===== src/rtl/kf_meas_feeder.sv =====
// Measurement feeder for kf_top: two's-complement to sign-magnitude conversion, sample FIFO,
// one-iteration-per-sample launch FSM and watchdog. Define KF_FEED_STATS_EN for iter/sat counters.
module kf_meas_feeder #(
    parameter int unsigned W       = 24,
    parameter int unsigned FRAC    = 14,
    parameter int unsigned DEPTH   = 8,
    parameter int unsigned TIMEOUT = 1024
) (
    input  logic                     clk,
    input  logic                     rst,
    input  logic                     s_valid,
    input  logic [W-1:0]             s_data,
    output logic                     s_ready,
    input  logic                     kf_ready,
    input  logic                     kf_au_done,
    input  logic [W-1:0]             kf_result,
    output logic                     kf_start,
    output logic [W-1:0]             kf_data,
    output logic                     r_valid,
    output logic [W-1:0]             r_data,
    output logic [$clog2(DEPTH):0]   fifo_count,
    output logic                     busy,
    output logic                     timeout_err,
    output logic                     sat_seen,
    output logic [15:0]              iter_count,
    output logic [15:0]              sat_count
);
    localparam int unsigned AW  = $clog2(DEPTH);
    localparam int unsigned CW  = AW + 1;
    localparam int unsigned WDW = $clog2(TIMEOUT + 1);
    localparam logic [W-1:0] MOST_NEG = {1'b1, {(W-1){1'b0}}};

    if ((DEPTH < 2) || ((1 << AW) != DEPTH) || (FRAC >= W)) begin : g_bad_cfg
        $error("kf_meas_feeder: DEPTH must be a power of two >= 2 and FRAC < W");
    end

    typedef enum logic [1:0] {IDLE, LAUNCH, RUN} state_t;

    state_t         state, state_nx;
    logic [W-1:0]   mem [DEPTH];
    logic [AW-1:0]  wptr, rptr;
    logic [CW-1:0]  count;
    logic [WDW-1:0] wd;
    logic [W-1:0]   neg_val, conv;
    logic           push, pop, full, empty, sat, done_evt, wd_expire;

    assign full       = (count == CW'(DEPTH));
    assign empty      = (count == '0);
    assign s_ready    = !full;
    assign push       = s_valid && s_ready;
    assign fifo_count = count;
    assign busy       = (state != IDLE);
    assign kf_start   = (state == LAUNCH);

    // -2^(W-1) has no sign-magnitude counterpart; clamp to the largest negative magnitude.
    always_comb begin
        neg_val = '0 - s_data;
        sat     = (s_data == MOST_NEG);
        if (sat)
            conv = '1;
        else if (s_data[W-1])
            conv = {1'b1, neg_val[W-2:0]};
        else
            conv = {1'b0, s_data[W-2:0]};
    end

    always_comb begin
        state_nx  = state;
        pop       = 1'b0;
        done_evt  = 1'b0;
        wd_expire = 1'b0;
        case (state)
            IDLE: begin
                if (!empty && kf_ready) begin
                    pop      = 1'b1;
                    state_nx = LAUNCH;
                end
            end
            LAUNCH: state_nx = RUN;
            RUN: begin
                if (kf_au_done) begin
                    done_evt = 1'b1;
                    state_nx = IDLE;
                end else if (wd == WDW'(TIMEOUT)) begin
                    wd_expire = 1'b1;
                    state_nx  = IDLE;
                end
            end
            default: state_nx = IDLE;
        endcase
    end

    always_ff @(posedge clk) begin
        if (rst) state <= IDLE;
        else     state <= state_nx;
    end

    always_ff @(posedge clk) begin
        if (rst) begin
            wptr  <= '0;
            rptr  <= '0;
            count <= '0;
        end else begin
            if (push) wptr <= wptr + AW'(1);
            if (pop)  rptr <= rptr + AW'(1);
            case ({push, pop})
                2'b10:   count <= count + CW'(1);
                2'b01:   count <= count - CW'(1);
                default: count <= count;
            endcase
        end
    end

    always_ff @(posedge clk) begin
        if (push) mem[wptr] <= conv;
    end

    always_ff @(posedge clk) begin
        if (rst) begin
            kf_data     <= '0;
            r_valid     <= 1'b0;
            r_data      <= '0;
            wd          <= '0;
            timeout_err <= 1'b0;
            sat_seen    <= 1'b0;
        end else begin
            r_valid <= done_evt;
            if (pop)      kf_data <= mem[rptr];
            if (done_evt) r_data  <= kf_result;
            if (state == LAUNCH)   wd <= '0;
            else if (state == RUN) wd <= wd + WDW'(1);
            if (wd_expire)    timeout_err <= 1'b1;
            if (push && sat)  sat_seen    <= 1'b1;
        end
    end

`ifdef KF_FEED_STATS_EN
    logic [15:0] iter_q, sat_q;

    always_ff @(posedge clk) begin
        if (rst) begin
            iter_q <= '0;
            sat_q  <= '0;
        end else begin
            if (done_evt)    iter_q <= iter_q + 16'd1;
            if (push && sat) sat_q  <= sat_q + 16'd1;
        end
    end

    assign iter_count = iter_q;
    assign sat_count  = sat_q;
`else
    assign iter_count = '0;
    assign sat_count  = '0;
`endif

endmodule


===== config.mk =====
export PLATFORM = sky130hd
export DESIGN_NAME = kf_meas_feeder
export DESIGN_NICKNAME = d
export VERILOG_FILES = /design/src/rtl/kf_meas_feeder.sv
export SDC_FILE = /design/constraint.sdc
export NUM_CORES = 1
export LEC_CHECK = 0
export ABC_AREA = 0
export BUFFER_PORTS_ARGS = -buffer_cell sky130_fd_sc_hd__buf_2
export CORE_MARGIN = 10
export CORE_UTILIZATION = 40
export DETAILED_ROUTE_END_ITERATION = 7
export PLACE_DENSITY_LB_ADDON = 0.25
export SYNTH_ARGS = -nofsm -noshare
export SYNTH_HDL_FRONTEND = slang
export SYNTH_SLANG_ARGS = --single-unit

===== constraint.sdc =====
create_clock -name clk -period 4.7 [get_ports clk]
set_input_delay 0.47 -clock clk [delete_from_list [all_inputs] [get_ports clk]]
set_output_delay 0.47 -clock clk [all_outputs]
set_load 0.02 [all_outputs]

# Word-level counts from Yosys, hierarchy flattened
# Memories as Yosys holds them, arrays and structs flattened. A register that Yosys moved wholly into a read port is not among the register bits.
# Index checks and enable logic that the tools add are counted.
# word_totals
memories	1
inputBits	53
wordCells	52
regBits	50
mem_bits_rw	192
# memory_table
name	words	word_bits	read_ports	rd_ports_with_merged_regs	write_ports	line	rtl
mem	8	24	1	1	1	40	logic [W-1:0] mem [DEPTH];
# classes
mux	16
addsub	6
reduce_logical	11
eq_ne	9
# ops
op	count
two-way mux 24 bit	2
== test 24 bit, second input constant	1
subtractor 1 x 23 -> 23 bit, first input constant	1
adder 11 x 1 -> 11 bit, second input constant	1
== test 11 bit, second input constant	1
two-way mux 1 bit	9
one-hot mux 4 bit (2 select lines)	1
adder 3 x 1 -> 3 bit, second input constant	2
two-way mux 2 bit	3
one-hot mux 2 bit (3 select lines)	1
adder 4 x 1 -> 4 bit, second input constant	1
== test 2 x 1 -> 1 bit, second input constant	2
== test 2 bit, second input constant	2
== test 4 bit, second input constant	1
logical NOT 4 bit	1
nonzero test 2 bit	2
subtractor 4 x 1 -> 4 bit, second input constant	1
logical AND 1 bit	3
inequality test 3 bit, second input constant	1
logical NOT 1 bit	2
logical NOT 2 bit	1
inequality test 2 bit, second input constant	1
AND reduction 2 bit	1
OR reduction 2 bit	1

# Logic depth before layout (Yosys ltp)
# Gate-level depths: netlist of run 1.
# logic_depth
ltp_word	7
mapped_depth	12
ltp_nobuf	10

# Worst setup path before layout of run 1
# Ideal clock, no wire load.
# synth_timing
path_kind	flip-flop to flip-flop
start	register count[0] (netlist: fifo_count[0])
end	memory mem[0][0], enable pin
arrival_ns	3.504
n_path_buf	0
setup_time_ns	0.466
stages_incl_launch_ff	5
slack_ns	0.730
required_ns	4.234
path_cell_list	dfxtp_1 nor3_1 a21boi_1 inv_1 nor4_1
# synth_via
elab_chain_len	5
# synth_lines
element	line	rtl
from (decl)	42	logic [CW-1:0] count;
from (signal assigned)	107	2'b10: count <= count + CW'(1);
from (signal assigned)	108	2'b01: count <= count - CW'(1);
from (signal assigned)	109	default: count <= count;
== test 4 bit	47	assign full = (count == CW'(DEPTH));
logical NOT 1 bit	49	assign s_ready = !full;
logical AND 1 bit	50	assign push = s_valid && s_ready;
two-way mux 1 bit	115	if (push) mem[wptr] <= conv;
two-way mux 1 bit (not written as such)	115	
to (decl)	40	
# Every way passes these cells.

# Final worst setup path of run 1
# layout_timing
start	input s_data[0]
end	memory mem[1][5], data pin
# layout_via
elab_chain_len	3
# layout_lines
element	line	rtl
from (decl)	12	input logic [W-1:0] s_data,
subtractor 1 x 23 -> 23 bit	57	neg_val = '0 - s_data;
two-way mux 24 bit	61	else if (s_data[W-1])
two-way mux 24 bit (*)	59	if (sat)
net conv[5]	44	logic [W-1:0] neg_val, conv;
# The timed path passes the listed nets; every way through them passes the cells marked *.

==> impl_metrics.py, run 1 <==
metrics = {
    "min_path": {
        "worstHoldPathCells": 3,
        "hold_end": "r_data[22]",
        "hold_class": "in -> reg",
        "hp-start": "kf_result[22]",
    },
    "placement": {
        "gp_congestion": 0.785,
        "port_buffers": 110,
        "dpl.hpwl_um": 14800,
    },
    "sta": {
        "tns_ns": 0,
        "finalHoldViolations": 0,
        "fmax_ghz": 0.319,
        "period_minus_slack_ns": 3.13,
        "rsz0062_at_grt": "false",
        "fin_crit_sh_pct": 66.7,
        "setup_violations": 0,
        "fin_skew_ns": 0.0153,
        "slew_viol_final": 0,
        "tightest_slew_ns": 1.04,
        "slew_headroom_pct": 30.6,
    },
    "floorplanning": {
        "die_area_mm2": 0.0345,
        "die_y_um": 186,
        "start_util_pct": 40.7,
        "num_rows": 60,
        "num_io_pins": 143,
        "coreArea_mm2": 0.0270,
        "die_x_um": 186,
    },
    "setup_path": {
        "critical_path_class": "in -> reg",
        "reg2reg_depth": 10,
        "worstSetupStartpointType": "input pin",
        "r2r_setup_slack_ns": 1.69,
        "worstSetupEndpointType": "register",
        "cp.arrival_ns": 3.35,
        "worst-path-max-fanout": 11,
        "crit_required_ns": 4.92,
        "worst_r2r_startpoint": "fifo_count[1]",
        "r2r_end": "fifo_count[2]",
    },
    "finish": {
        "syn_to_final_growth_pct": 15.9,
        "finalNetCount": 946,
        "layout-drive-gt1-share_pct": 26.5,
        "fill_cells": 2359,
    },
    "clock_network": {
        "cts.clk_slew.worst_paths_ns": 0.06,
        "cts_buffers": 29,
        "cts_tree": "yes",
        "hold_buffers": 0,
        "root_buffer": "clkbuf_16",
        "numClockSinks": 266,
        "cts-htree-levels": 1,
        "clock_latency_ns": 0.55,
        "cts_resized": 0,
        "clockBufferDepth": 3,
        "cts_setup_buffers": 0,
    },
    "grt": {
        "grt_pass1_vias": 6286,
        "grt_max_degree": 54,
        "antenna_found_initial": 2,
        "track_usage_pct": 13.8,
        "grt_pass1_wl_um": 37100,
        "grt-ovfl-total": 0,
    },
    "logic_synthesis": {
        "synth_edf_count": 192,
        "synth_area_leaders": "edfxtp_1, dfxtp_1, mux4_2, nand2_1, nor2_1",
        "synth-seq-cells": 266,
        "yosysWarnings": 0,
        "synth_common_cells": "edfxtp_1, dfxtp_1, nand2_1, nor2_1, mux4_2",
        "async_reset_ff_share_pct": 0,
        "syn_area_mm2": 0.0110,
        "synth_top_cell_area_share_pct": 52.4,
        "syn_avg_cell_area_um2": 14.2,
        "yosys.cell_types.count": 54,
        "seq_area_frac_synth_pct": 65.9,
        "netlist_instances": 776,
        "yosysMostFrequentCell": "edfxtp_1",
        "synthFlopType": "edfxtp_1",
        "synth_area_leader_cell": "edfxtp_1",
    },
    "power": {
        "power_w": 0.00659,
        "power_density_mw_per_mm2": 517,
        "swShare_pct": 28.8,
        "vdd_drop_max_mv": 0.316,
        "pwr-share-seq_pct": 45.9,
        "pwr-share-clk_pct": 33.3,
        "p_int_w": 0.00469,
        "p_comb_share_pct": 20.8,
        "power.leakage_nw": 4.43,
        "p_switching_w": 0.00190,
    },
    "outcome": {
        "status": "completed",
    },
    "detailed_routing": {
        "routed_wl_um": 24300,
        "via_per_inst": 5.12,
        "ant_nets": 0,
        "drt-initial-drc-count": 570,
        "drc_errors": 0,
        "num_vias": 6401,
        "firstDrtPassIters": 4,
        "avgRoutedWirePerCell_um": 19.4,
    },
    "job": {
        "drv_cap": 0,
    },
}
## how the worst max path moves through the flow
stage | startpoint | endpoint | slack (ns) | depth (start not counted)
after floorplan | fifo_count[0] | mem[0][0] | 0.73 | 4
after global placement | s_data[0] | mem[0][5] | 1.12 | 10
after detailed placement | s_data[0] | mem[1][5] | 0.99 | 10
after CTS | s_data[0] | mem[2][5] | 1.57 | 10
after global routing | s_data[0] | mem[2][5] | 1.14 | 10
final | s_data[0] | mem[1][5] | 1.57 | 10
## power groups by stage
stage	sequential (W)	combinational, W	clock [W]
after floorplan	0.00308	0.000988	0
after global placement	0.00308	0.00139	0
after detailed placement	0.00309	0.00140	0
after CTS	0.00304	0.00140	0.00225
after global routing	0.00308	0.00151	0.00235
final	0.00303	0.00137	0.00219
## registers in the layout, indices dropped and copies added (netlist names), 2 cells and up
signal,flops
rptr,3
wptr,3
state,2
mem,192
r_data,24
fifo_count,4
kf_data,24
wd,11
## metal layers
metal  global-route usage, %  routed length, um  vias to the layer above
met3                    3.24               1870                       32
met2                    22.5              11300                      193
li1                        -                  -                     3088
met1                    18.5              10700                     3086
met5                       0                 13                        -
met4                    2.84                428                        2
## layout make-up
type | instances | area, um^2 | area share, %
clock buffers | 39 | 803 | 6.30
inverters | 10 | 37.5 | 0.295
diodes | 1 | 2.50 | 0.0196
flip-flops and latches | 266 | 7250 | 56.9
multi-input cells | 454 | 3440 | 27.0
repair buffers | 124 | 656 | 5.14
clock inverters | 15 | 131 | 1.03
well taps | 341 | 427 | 3.35
## stage by stage
| step | cells | hold slack, ns | util [%] | worst slack, ns | area, um^2 |
|---|---|---|---|---|---|
| after floorplan | 807 | 0.471 | - | 0.730 | 11100 |
| after global placement | 1195 | 0.441 | 43.7 | 1.12 | 11800 |
| after detailed placement | 1195 | 0.445 | 43.7 | 0.991 | 11800 |
| after CTS | 1249 | 0.144 | 47.1 | 1.57 | 12700 |
| after global routing | 1249 | 0.164 | 47.1 | 1.14 | 12700 |
| final | 1250 | 0.168 | 47.2 | 1.57 | 12700 |
## layout by cell type, fill, tap and decap left out, types with 5 or more instances in the layout
cell type and n:
a211oi_1 26, a21oi_1 36, and3_1 5, buf_2 110, buf_4 14, clkbuf_1 6, clkbuf_16 29, clkinv_2 7
conb_1 32, dfxtp_1 72, edfxtp_1 192, ha_1 8, inv_1 9, mux2i_1 26, mux4_2 48, nand2_1 74
nand2b_1 5, nand3_1 14, nor2_1 68, nor3_1 16, o21ai_0 14, xor2_1 15
## critical path, stage by stage
cell	delay, ns
buf_2	0.11
inv_1	0.07
ha_1	0.20
nor4b_1	0.27
buf_4	0.20
nand4_1	0.38
nor4_4	0.55
buf_4	0.27
nor3_1	0.06
o31ai_1	0.76
## kinds of logic after synthesis
kind of cell,after synthesis,share of synthesized area (%)
fa+ha+maj,8,0.910
other cells,1,0.0341
buf+inv,87,4.24
flops,266,65.9
simple gates,224,9.56
xor+xnor,18,1.43
mux,74,12.2
compound gates,98,5.74
(Power assumes the default switching activity.)
==> run 2, diff against run 1 <==
- clock period: 4.7 -> 3.1 ns (I/O delays scaled with it)
==> impl_metrics.py, run 2 (same netlist as run 1, synthesis figures left out) <==
metrics = {
    "sta": {
        "finalHoldViolations": 0,
        "rsz0062_at_grt": "false",
        "tightest_slew_ns": 0.825,
        "fin_skew_ns": 0.00852,
        "hold_ws_ns": 0.0206,
        "setup_violations": 0,
        "fin_crit_sh_pct": 81.6,
        "period_minus_slack_ns": 2.53,
        "slew_headroom_pct": 44.9,
        "slew_viol_final": 0,
        "fmax_ghz": 0.395,
    },
    "outcome": {
        "status": "completed",
    },
    "setup_path": {
        "path_buf_inv": 2,
        "crit_slowest_cell": "dfxtp_1",
        "r2r_setup_slack_ns": 0.57,
        "worstSetupEndpointType": "register",
        "critPathTopFamily": "simple AND/OR/NAND/NOR gates",
        "worstSetupStartpointType": "register",
        "critical_path_class": "reg -> reg",
        "cp.arrival_ns": 2.99,
        "path_cells": "nor3_1, a21boi_1, buf_4, inv_1, ha_1, xor2_1, ha_1, a21oi_1, xor2_1, or3_1, a21oi_1",
        "startpoint": "fifo_count[0]",
        "worst-path-max-fanout": 8,
        "crit_path_max_incr_delay_ns": 0.38,
        "crit_required_ns": 3.56,
        "worst_r2r_startpoint": "fifo_count[0]",
    },
    "grt": {
        "grt_max_degree": 31,
        "track_usage_pct": 14.0,
        "grt-ovfl-total": 0,
        "grt_pass1_wl_um": 37500,
        "antenna_found_initial": 0,
        "grt_pass1_vias": 6381,
    },
    "detailed_routing": {
        "via_per_inst": 5.12,
        "routed_wl_um": 24500,
        "drt-initial-drc-count": 382,
        "ant_nets": 0,
        "avgRoutedWirePerCell_um": 19.3,
        "drc_errors": 0,
        "num_vias": 6528,
        "firstDrtPassIters": 4,
    },
    "finish": {
        "antenna_cells": 0,
        "finalNetCount": 973,
        "final_common_cell": "edfxtp_1",
        "layout-drive-gt1-share_pct": 27.8,
        "largest_reg_flops": 192,
        "finalInstanceArea_mm2": 0.0129,
        "top_register": "mem",
        "syn_to_final_growth_pct": 17.7,
        "final_cell_mix": "edfxtp_1, buf_2, nand2_1",
        "reg.largest.list": "mem (192), kf_data (24), r_data (24)",
        "final_cells": 1274,
    },
    "placement": {
        "port_buffers": 110,
        "dpl_cell_area_mm2": 0.0120,
        "gp_congestion": 0.770,
        "dpl.cell_count": 1219,
        "dpl.hpwl_um": 15600,
    },
    "clock_network": {
        "cts_buffers": 28,
        "cts_tree": "yes",
        "clockBufferDepth": 3,
        "numClockSinks": 266,
        "clock_latency_ns": 0.53,
        "cts.clk_slew.worst_paths_ns": 0.06,
        "cts-htree-levels": 1,
        "root_buffer": "clkbuf_16",
    },
    "power": {
        "pwr-share-seq_pct": 44.5,
        "vdd_drop_max_mv": 0.523,
        "power_density_mw_per_mm2": 767,
        "p_switching_w": 0.00285,
        "pwr-share-clk_pct": 31.7,
        "swShare_pct": 28.7,
        "p_int_w": 0.00707,
        "power.leakage_nw": 4.54,
        "p_comb_share_pct": 23.8,
    },
    "floorplanning": {
        "die_y_um": 186,
        "die_area_mm2": 0.0345,
        "start_util_pct": 40.7,
        "coreArea_mm2": 0.0270,
        "num_rows": 60,
        "num_io_pins": 143,
        "die_x_um": 186,
    },
    "min_path": {
        "hp-start": "kf_result[2]",
        "hold_class": "in -> reg",
    },
    "job": {
        "drv_cap": 0,
    },
}
[run 2: timing repair]
action | CTS | global route
gates resized for setup | 0 | 0
hold buffers | 4 | 0
setup buffers | 0 | 0
hold endpoints to repair | 4 | 0
[run 2: layer usage]
layer  track usage, %  wire length, um
met2             23.0            11400
met3             2.92             1810
met5                0                0
met1             18.7            10900
met4             2.71              354
[run 2: layout make-up]
type,count,area [um^2]
fill,2387,14100
inverter,10,37.5
sequential,266,7250
multi-input combinational,454,3450
clock buffer,40,795
timing repair buffer,152,901
tap,341,427
clock inverter,11,78.8
[run 2: worst min-delay path: stages]
cell and delay (ns):
buf_2 0.10, nand2_1 0.05, a21oi_1 0.05
[run 2: worst paths after layout]
check	end	cells after the start
worst max register to register	fifo_count[2]	11
worst max-delay path	fifo_count[2]	11
worst min register to register	r_data[21]	2
worst min-delay path	r_data[2]	3
[run 2: power by group through the flow]
stage	Clock, W	Sequential, W	Combinational [W]
2_1_floorplan	0	0.00467	0.00150
3_3_place_gp	0	0.00449	0.00240
3_5_place_dp	0	0.00450	0.00241
4_1_cts	0.00322	0.00443	0.00243
5_1_grt	0.00336	0.00447	0.00262
6_report	0.00314	0.00442	0.00236
[run 2: metrics by stage]
| step | total power (W) | setup WS (ns) | setup TNS (ns) | util, % |
|---|---|---|---|---|
| after floorplan | 0.00617 | -0.253 | -18.19 | - |
| after CTS | 0.0101 | 0.500 | 0 | 47.9 |
| after global placement | 0.00689 | 0.143 | 0 | 44.5 |
| final | 0.00992 | 0.569 | 0 | 47.9 |
| after global routing | 0.0105 | 0.326 | 0 | 47.9 |
| after detailed placement | 0.00691 | 0.122 | 0 | 44.5 |
==> run 3, diff against run 2 <==
- clock period: 3.1 -> 2.1 ns (I/O delays scaled with it)
==> impl_metrics.py, run 3 (same netlist as run 1, synthesis figures left out) <==
metrics = {
    "placement": {
        "gp_congestion": 0.768,
        "dpl.hpwl_um": 16200,
        "dpl.cell_count": 1261,
        "port_buffers": 110,
        "dpl_cell_area_mm2": 0.0128,
    },
    "setup_path": {
        "worst-path-max-fanout": 4,
        "crit_required_ns": 2.55,
        "reg2reg_depth": 10,
        "cp.arrival_ns": 2.80,
        "worst_r2r_startpoint": "fifo_count[2]",
        "r2r_setup_slack_ns": -0.25,
        "critPathTopFamily": "simple AND/OR/NAND/NOR gates",
        "worstSetupStartpointType": "register",
        "path_buf_inv": 1,
        "path_cells": "or3_1, o211ai_1, clkinv_2, ha_4, xor2_1, ha_2, a21oi_2, xor2_1, or3_1, a21oi_1",
        "worstSetupEndpointType": "register",
        "critical_path_class": "reg -> reg",
        "r2r_end": "fifo_count[2]",
        "crit_path_max_incr_delay_ns": 0.37,
        "crit_slowest_cell": "or3_1",
    },
    "job": {
        "drv_cap": 0,
    },
    "floorplanning": {
        "die_area_mm2": 0.0345,
        "num_rows": 60,
        "die_y_um": 186,
        "start_util_pct": 40.7,
        "num_io_pins": 143,
        "die_x_um": 186,
        "coreArea_mm2": 0.0270,
    },
    "sta": {
        "setup_slack_ns": -0.252,
        "setup_violations": 2,
        "slew_viol_final": 0,
        "fmax_ghz": 0.425,
        "finalHoldViolations": 0,
        "period_minus_slack_ns": 2.35,
        "rsz0062_at_grt": "true",
        "fin_skew_ns": 0.0134,
        "slew_headroom_pct": 57.1,
        "tightest_slew_ns": 0.638,
        "hold_ws_ns": 0.0732,
        "fin_crit_sh_pct": 112,
    },
    "detailed_routing": {
        "drc_errors": 0,
        "drt-initial-drc-count": 415,
        "num_vias": 6928,
        "via_per_inst": 5.14,
        "avgRoutedWirePerCell_um": 19.5,
        "routed_wl_um": 26300,
        "firstDrtPassIters": 5,
        "ant_nets": 0,
    },
    "clock_network": {
        "cts-htree-levels": 1,
        "clockBufferDepth": 3,
        "cts.clk_slew.worst_paths_ns": 0.06,
        "numClockSinks": 266,
        "root_buffer": "clkbuf_16",
        "cts_tree": "yes",
        "cts_buffers": 29,
        "clock_latency_ns": 0.53,
    },
    "finish": {
        "final_cells": 1347,
        "reg.largest.list": "mem (192), kf_data (24), r_data (24)",
        "final_common_cell": "edfxtp_1",
        "top_register": "mem",
        "final_cell_mix": "edfxtp_1, buf_2, buf_4",
        "fill_cells": 2289,
        "multi_input_area_mm2": 0.00376,
        "finalInstanceArea_mm2": 0.0141,
        "antenna_cells": 0,
        "finalNetCount": 1045,
        "final-seq-area_mm2": 0.00726,
        "syn_to_final_growth_pct": 28.4,
        "largest_reg_flops": 192,
        "layout-drive-gt1-share_pct": 35.1,
    },
    "grt": {
        "grt_max_degree": 50,
        "grt-ovfl-total": 0,
        "grt_pass1_vias": 6981,
        "track_usage_pct": 15.2,
        "grt_pass1_wl_um": 40700,
        "antenna_found_initial": 1,
    },
    "min_path": {
        "hold_class": "in -> reg",
        "hp-start": "kf_au_done",
        "hold_end": "state[1]",
        "worstHoldPathCells": 4,
    },
    "outcome": {
        "violations": "negative setup slack",
        "status": "complete, but fails checks",
    },
    "power": {
        "vdd_drop_max_mv": 0.686,
        "power.leakage_nw": 5.02,
        "power_density_mw_per_mm2": 1120,
        "power_w": 0.0158,
    },
}
run 3: changes by cell type in the layout (fill, tap and decap cells not counted), moves of 5 or more:
cell,previous run,this run
buf_12,2,12
buf_4,36,76
bufinv_16,1,6
dlygate4sd3_1,4,24
nor3_1,16,7
nor3_4,1,8
run 3: per-layer routing:
layer / GRT usage [%] / part of all wire, %
met3: 3.12 / 6.8
met4: 3.26 / 1.7
met1: 20.7 / 45
met2: 24.5 / 47
met5: 0 / 0.027
run 3: layout make-up:
cell class                      count  share of cell area [%]
Sequential cell                   266                    51.4
Multi-Input combinational cell    454                    26.6
Timing Repair Buffer              223                    11.4
Clock buffer                       39                    5.69
Tap cell                          341                    3.02
Clock inverter                     14                    1.55
Inverter                           10                   0.292
run 3: worst max path at each step:
stage / depth (start not counted) / slack (ns) / from / to
after floorplan: 11 / -0.37 / fifo_count[2] / fifo_count[2]
after global placement: 8 / -0.53 / s_data[17] / mem[3][15]
after detailed placement: 8 / -0.53 / s_data[17] / mem[3][15]
after CTS: 10 / -0.27 / fifo_count[2] / fifo_count[2]
after global routing: 10 / -0.41 / fifo_count[2] / fifo_count[2]
final: 10 / -0.25 / fifo_count[2] / fifo_count[2]
run 3: through the flow:
step                      util [%]  worst slack [ns]  setup TNS [ns]
after floorplan                  -            -0.366          -42.24
after global routing          52.3            -0.407          -0.963
after CTS                     52.0            -0.267          -0.495
final                         52.3            -0.252          -0.473
after global placement        47.2            -0.526          -68.15
after detailed placement      47.2            -0.532          -72.23
run 3: worst register-to-register path, delay by kind of cell (launching register included):
kind,cells,cell delay [ns]
buffers and inverters,1,0.17
adders and majority gates,2,0.38
xor gates and xnor gates,2,0.27
and+or+nand+nor,2,0.69
DFF,1,0.34
AOI/OAI and AO/OA,3,0.42
run 3: what timing repair did:
action                                  in CTS  in global routing
setup buffers                                3                  6
endpoints found under the hold margin       24                  0
gates resized for setup                      2                  3
endpoints found under the setup margin       3                 44
hold buffers                                24                  0
pin swaps                                    1                  7
run 3: power breakdown:
group	internal (W)	switching [W]
clock	0.00340	0.00194
combinational	0.00179	0.00225
sequential	0.00624	0.000219
